===== src/rtl/mult_div_seq_pkg.sv =====
// Shared types and constants for the mult_div_seq sequencer.
package mult_div_seq_pkg;

  localparam int DEFAULT_WIDTH = 32;

  localparam logic OP_MULT = 1'b0;
  localparam logic OP_DIV  = 1'b1;

  typedef enum logic [1:0] {
    IDLE = 2'd0,
    RUN  = 2'd1,
    DONE = 2'd2
  } state_t;

endpackage


===== src/rtl/mult_div_seq_step.sv =====
// One iteration of the multiply/divide datapath: Booth or shift-add step for MULT,
// restoring-division step for DIV. Purely combinational.
module mult_div_seq_step
  import mult_div_seq_pkg::*;
#(
  parameter int WIDTH = DEFAULT_WIDTH
) (
  input  logic [2*WIDTH:0] acc,
  input  logic [WIDTH-1:0] operand,
  input  logic             op,
  input  logic             signed_mode,
  output logic [2*WIDTH:0] acc_next
);

  logic [WIDTH:0]   hi_ext;
  logic [WIDTH:0]   m_ext;
  logic [WIDTH:0]   sum;
  logic [WIDTH:0]   shifted;
  logic [WIDTH:0]   rem_new;
  logic [WIDTH+1:0] diff;
  logic             q_bit;

  // MULT layout {hi, lo, q-1}; DIV layout {partial remainder (W+1), quotient (W)}.
  // The add is done one bit wider so the shifted-in MSB is exact even for -2^(W-1).
  always_comb begin
    // NOTE: every combinational output gets a default first so no path can infer a latch.
    hi_ext   = {signed_mode & acc[2*WIDTH], acc[2*WIDTH:WIDTH+1]};
    m_ext    = {signed_mode & operand[WIDTH-1], operand};
    sum      = hi_ext;
    shifted  = {acc[2*WIDTH-1:WIDTH], acc[WIDTH-1]};
    diff     = {1'b0, shifted} - {2'b00, operand};
    q_bit    = ~diff[WIDTH+1];
    rem_new  = q_bit ? diff[WIDTH:0] : shifted;
    acc_next = acc;

    if (op == OP_MULT) begin
      if (signed_mode) begin
        case (acc[1:0])
          2'b01:   sum = hi_ext + m_ext;
          2'b10:   sum = hi_ext - m_ext;
          default: sum = hi_ext;
        endcase
      end else if (acc[1]) begin
        sum = hi_ext + m_ext;
      end
      acc_next = {sum, acc[WIDTH:1]};
    end else begin
      acc_next = {rem_new, acc[WIDTH-2:0], q_bit};
    end
  end

endmodule


===== src/rtl/mult_div_seq.sv =====
// Multi-cycle signed multiply/divide sequencer (one bit per clock, HI/LO results).
// Optional macro MULT_DIV_SEQ_UNSIGNED_EN adds the is_unsigned port for MULTU/DIVU.
module mult_div_seq
  import mult_div_seq_pkg::*;
#(
  parameter int WIDTH = DEFAULT_WIDTH
) (
  input  logic             clk,
  input  logic             reset,
  input  logic             start,
  input  logic             op,
  input  logic [WIDTH-1:0] a,
  input  logic [WIDTH-1:0] b,
  output logic             busy,
  output logic             done,
  output logic             div_zero,
  output logic [WIDTH-1:0] hi,
  output logic [WIDTH-1:0] lo
`ifdef MULT_DIV_SEQ_UNSIGNED_EN
  ,
  input  logic             is_unsigned
`endif
);

  localparam int CNT_W = (WIDTH > 1) ? $clog2(WIDTH) : 1;
  localparam logic [CNT_W-1:0] LAST = CNT_W'(WIDTH - 1);

  state_t           state;
  state_t           state_next;
  logic [CNT_W-1:0] cnt;
  logic [2*WIDTH:0] acc;
  logic [2*WIDTH:0] acc_next;
  logic [WIDTH-1:0] operand;
  logic             op_q;
  logic             sgn_q;
  logic             neg_quo;
  logic             neg_rem;

  logic             sgn_in;
  logic             a_neg;
  logic             b_neg;
  logic [WIDTH-1:0] a_mag;
  logic [WIDTH-1:0] b_mag;
  logic             div_by_zero;
  logic [WIDTH-1:0] quo;
  logic [WIDTH-1:0] rem;
  logic [WIDTH-1:0] quo_fix;
  logic [WIDTH-1:0] rem_fix;

`ifdef MULT_DIV_SEQ_UNSIGNED_EN
  assign sgn_in = ~is_unsigned;
`else
  assign sgn_in = 1'b1;
`endif

  // Division runs on magnitudes; signs are reapplied on the final edge.
  assign a_neg       = sgn_in & a[WIDTH-1];
  assign b_neg       = sgn_in & b[WIDTH-1];
  assign a_mag       = a_neg ? -a : a;
  assign b_mag       = b_neg ? -b : b;
  assign div_by_zero = (op == OP_DIV) && (b == '0);

  assign quo     = acc_next[WIDTH-1:0];
  assign rem     = acc_next[2*WIDTH-1:WIDTH];
  assign quo_fix = neg_quo ? -quo : quo;
  assign rem_fix = neg_rem ? -rem : rem;

  mult_div_seq_step #(
    .WIDTH(WIDTH)
  ) u_step (
    .acc        (acc),
    .operand    (operand),
    .op         (op_q),
    .signed_mode(sgn_q),
    .acc_next   (acc_next)
  );

  always_ff @(posedge clk) begin
    // NOTE: sequential state uses non-blocking assignments so every register samples pre-edge values.
    if (reset) state <= IDLE;
    else       state <= state_next;
  end

  always_comb begin
    state_next = state;
    busy       = 1'b0;
    done       = 1'b0;
    case (state)
      IDLE: begin
        if (start) state_next = div_by_zero ? DONE : RUN;
      end
      RUN: begin
        busy = 1'b1;
        if (cnt == LAST) state_next = DONE;
      end
      DONE: begin
        busy       = 1'b1;
        done       = 1'b1;
        state_next = IDLE;
      end
      default: state_next = IDLE;
    endcase
  end

  always_ff @(posedge clk) begin
    if (reset) begin
      cnt      <= '0;
      acc      <= '0;
      operand  <= '0;
      op_q     <= OP_MULT;
      sgn_q    <= 1'b0;
      neg_quo  <= 1'b0;
      neg_rem  <= 1'b0;
      div_zero <= 1'b0;
      hi       <= '0;
      lo       <= '0;
    end else begin
      case (state)
        IDLE: begin
          if (start) begin
            if (div_by_zero) begin
              div_zero <= 1'b1;
            end else begin
              div_zero <= 1'b0;
              cnt      <= '0;
              op_q     <= op;
              sgn_q    <= sgn_in;
              neg_quo  <= a_neg ^ b_neg;
              neg_rem  <= a_neg;
              if (op == OP_MULT) begin
                acc     <= {{WIDTH{1'b0}}, b, 1'b0};
                operand <= a;
              end else begin
                acc     <= {{(WIDTH + 1){1'b0}}, a_mag};
                operand <= b_mag;
              end
            end
          end
        end
        RUN: begin
          acc <= acc_next;
          cnt <= cnt + 1'b1;
          if (cnt == LAST) begin
            if (op_q == OP_MULT) begin
              {hi, lo} <= acc_next[2*WIDTH:1];
            end else begin
              hi <= rem_fix;
              lo <= quo_fix;
            end
          end
        end
        default: ;
      endcase
    end
  end

endmodule

===== config.mk =====
export PLATFORM = sky130hd
export DESIGN_NAME = mult_div_seq
export DESIGN_NICKNAME = d
export VERILOG_FILES = /design/src/rtl/mult_div_seq_pkg.sv /design/src/rtl/mult_div_seq_step.sv /design/src/rtl/mult_div_seq.sv
export SDC_FILE = /design/constraint.sdc
export NUM_CORES = 1
export LEC_CHECK = 0
export ABC_AREA = 0
export CAP_MARGIN = 20
export CORE_MARGIN = 4
export CORE_UTILIZATION = 25
export CTS_CLUSTER_SIZE = 20
export DETAILED_ROUTE_END_ITERATION = 6
export GPL_ROUTABILITY_DRIVEN = 0
export GPL_TIMING_DRIVEN = 0
export PLACE_DENSITY = 0.48
export SYNTH_ARGS = -nofsm -noshare
export SYNTH_HDL_FRONTEND = slang
export SYNTH_SLANG_ARGS = --single-unit

===== constraint.sdc =====
create_clock -name clk -period 4.9 [get_ports clk]
set_clock_uncertainty 0.05 [all_clocks]
set_input_delay 0.98 -clock clk [delete_from_list [all_inputs] [get_ports clk]]
set_output_delay 0.98 -clock clk [all_outputs]
set_load 0.02 [all_outputs]

==> metrics.txt <==
status complete, no violations; slew margin rel. 0.172; max-cap viol count 0; CTS max path bufs 2; fin. max-slew vios 0; Seq/Total Area, Yosys 0.189; CTS tree yes; Placed Instances 3,684; Worst Tran Pin Value 1240 ps; Port-buffer cells 133; Crit path max-delay family buffers and inverters; PnR worst setup slack 101 ps; Syn. warnings 0; Comb power frac 0.476; Top Ports 135; mean post-synth cell area 7.04 um^2; slowest stage delay, CP 470 ps; grt total ovfl 0; top cells by area, synth dfxtp_1, a21oi_1, ha_1, nor2_1, xor2_1; largest family of logic cells by synthesized area compound AO/OA/AOI/OAI gates; final non-filler cell total 3,741; Initial Util 0.254; Clock Sink Count 173; commonest non-fill, non-tap cell in the layout nor2_1; vias in the first global route 20,100; HP Class flop to flop; #FFs+latches synth 173; share of cells above drive strength 1 0.114; Post-Route Setup TNS 0 ps; peak supply drop 185 uV; Clock Tree Root clkbuf_16; Setup CP Type flop to flop; die extent in x 278 um; H-tree depth 4; Synth top area share 0.189; Die ar. 0.0776 mm^2; mux cell area share after synthesis 0.0309; crit end category flop; Place WS -2750 ps; Top FF cell, synth dfxtp_1; clock share of power 0.248; worst path required time 5180 ps; DRT iter0 DRCs 2,023; Synth-to-Final Area Change 22.2%; post-DR wirelength/cell 23.9 um; Residual DRC 0; Async SR Flop Fraction 0; Post-synth EDFFs 0; core area 0.0720 mm^2; Total Nets Final 2,955; CP Buf/Inv Count 10; antenna violations before repair 1; Fillers 7,863; Leak 8.21 nW; XOR/XNOR Fraction of Synth Area 0.0728; Switching Share 0.466; most numerous cell on the critical path clkbuf_4; Syn Inst Count 2,599; Worst-path clk slew 80 ps; DIE HEIGHT 278 um; FP Rows 98; Post-Synth Simple-Gate Area 0.236; CTS buffer count 17; Tot GR Track Use 0.221; P per Cell Area 261 mW/mm^2; slowest cell on the critical path clkbuf_2; post-route ant nets 0; drt first pass iters 5; Synth Area in Adders 0.0765; RSZ-0062 raised after global routing yes; Routed Wire Length 89,500 um; largest net degree at the start of global routing 21; Final Hold Fails 0; highest clock rate 208 MHz; Crit Path Max Fanout 10; critical-path cell list buf_2, buf_2, clkbuf_4, clkbuf_4, clkbuf_4, buf_2, clkbuf_4, clkbuf_4, buf_2, clkbuf_2, o21ai_0, a32oi_1, nor2_1; DP Wirelength 72,500 um; clk_lat worst skew 490 ps; compound-gate portion of the synthesized area 0.332; Mapped Nets 2,777; most frequent cells in the layout nor2_1, a21oi_1, nand2_1; fin crit share 0.979; Vias 21,200; CTS Hold Bufs 0; vias per cell 5.66; crit path DAT 5080 ps; Sequential Power Share 0.276; post-route minimum period 4800 ps; synthesized cell area 0.0183 mm^2; crit start category flop; synth unique cells 101; global-route wire length before repair 132,000 um; post-synth top area cell dfxtp_1; Psw 2.72 mW; Int Pwr 3.12 mW; final setup vio count 0
[cells in the mapped netlist (15+ instances only)]
| cell type | count |
|---|---|
| o31ai_1 | 44 |
| and3_1 | 24 |
| ha_1 | 107 |
| o21ai_0 | 128 |
| nand4_1 | 18 |
| clkbuf_1 | 131 |
| a21o_1 | 22 |
| mux2i_1 | 35 |
| a22oi_1 | 31 |
| nor2_1 | 329 |
| xnor2_1 | 55 |
| nor4_1 | 31 |
| nor3_1 | 73 |
| xor2_1 | 97 |
| o211ai_1 | 53 |
| mux2_2 | 17 |
| a31oi_1 | 45 |
| nand2_1 | 220 |
| buf_2 | 29 |
| or3_1 | 30 |
| nor2b_1 | 19 |
| buf_1 | 18 |
| dfxtp_1 | 173 |
| a211oi_1 | 99 |
| or2_2 | 17 |
| o41ai_1 | 19 |
| nand2b_1 | 25 |
| inv_1 | 103 |
| a21oi_1 | 269 |
| o21a_1 | 18 |
| nand3_1 | 55 |
| o21bai_1 | 15 |
[registers in the layout, summed over array words and instances (netlist names)]
| register | count |
|---|---|
| op_q | 1 |
| hi | 32 |
| sgn_q | 1 |
| operand | 32 |
| div_zero | 1 |
| acc | 65 |
| cnt | 5 |
| lo | 32 |
| neg_rem | 1 |
| neg_quo | 1 |
| state | 2 |
[metrics by stage]
stage	hold WS, ps	area [um^2]	utilization	total power, mW
after floorplan	386	18300	-	3.27
after global placement	397	20800	0.289	4.15
after detailed placement	398	20800	0.289	4.15
after CTS	408	21800	0.303	5.67
after global routing	442	22300	0.310	6.13
final	406	22300	0.310	5.84
[worst register-to-register path, delay by kind of cell (launching register included)]
family | cells | cell delay (ps)
compound gates | 2 | 480
simple gates | 1 | 50
flops | 1 | 310
buf+inv | 10 | 3760
[power groups by stage]
stage	registers (mW)	logic (mW)	clock network [mW]
6_report	1.61	2.78	1.45
2_1_floorplan	1.57	1.70	0
3_3_place_gp	1.64	2.52	0
5_1_grt	1.62	2.99	1.52
4_1_cts	1.61	2.60	1.46
3_5_place_dp	1.64	2.51	0
[cells by family (layout without fill, tap and decap cells)]
logic type | count (synthesis) | in the layout
other cells | 0 | 1
simple gates | 914 | 914
xor+xnor | 152 | 152
mux | 53 | 53
buf+inv | 289 | 480
fa+ha+maj | 110 | 110
compound gates | 908 | 908
flops | 173 | 173
[layer usage]
metal | vias up | share of wire | GRT usage
li1 | 9946 | - | -
met1 | 10200 | 0.44 | 0.299
met2 | 890 | 0.44 | 0.348
met3 | 176 | 0.070 | 0.0376
met4 | 2 | 0.046 | 0.0942
met5 | - | 0.00013 | 0
[layout make-up]
cell class | count | area, um^2 | area share
Sequential cell | 173 | 3530 | 0.158
Tap cell | 950 | 1190 | 0.0532
Multi-Input combinational cell | 2137 | 14300 | 0.638
Antenna cell | 1 | 2.50 | 0.000112
Inverter | 107 | 409 | 0.0183
Clock buffer | 17 | 425 | 0.0190
Timing Repair Buffer | 160 | 1540 | 0.0687
Clock inverter | 15 | 190 | 0.00851
Buffer | 181 | 802 | 0.0359
[worst paths after layout]
check / from / cells after the start / slack [ps] / endpoint
worst max-delay path: op_q$_SDFFE_PP0P_ / 13 / 100 / acc[64]$_SDFFE_PP0P_
worst min-delay path: hi[5]$_SDFFE_PP0P_ / 2 / 410 / hi[5]$_SDFFE_PP0P_
worst max register to register: op_q$_SDFFE_PP0P_ / 13 / 100 / acc[64]$_SDFFE_PP0P_
worst min register to register: hi[5]$_SDFFE_PP0P_ / 2 / 410 / hi[5]$_SDFFE_PP0P_
[what timing repair did]
item | in CTS | in global routing
setup buffers | 5 | 20
endpoints found under the setup margin | 127 | 149
pin swaps | 4 | 19
hold endpoints to repair | 0 | 0
resized for setup | 106 | 125
Note: power is estimated with default switching activity, not from simulation.
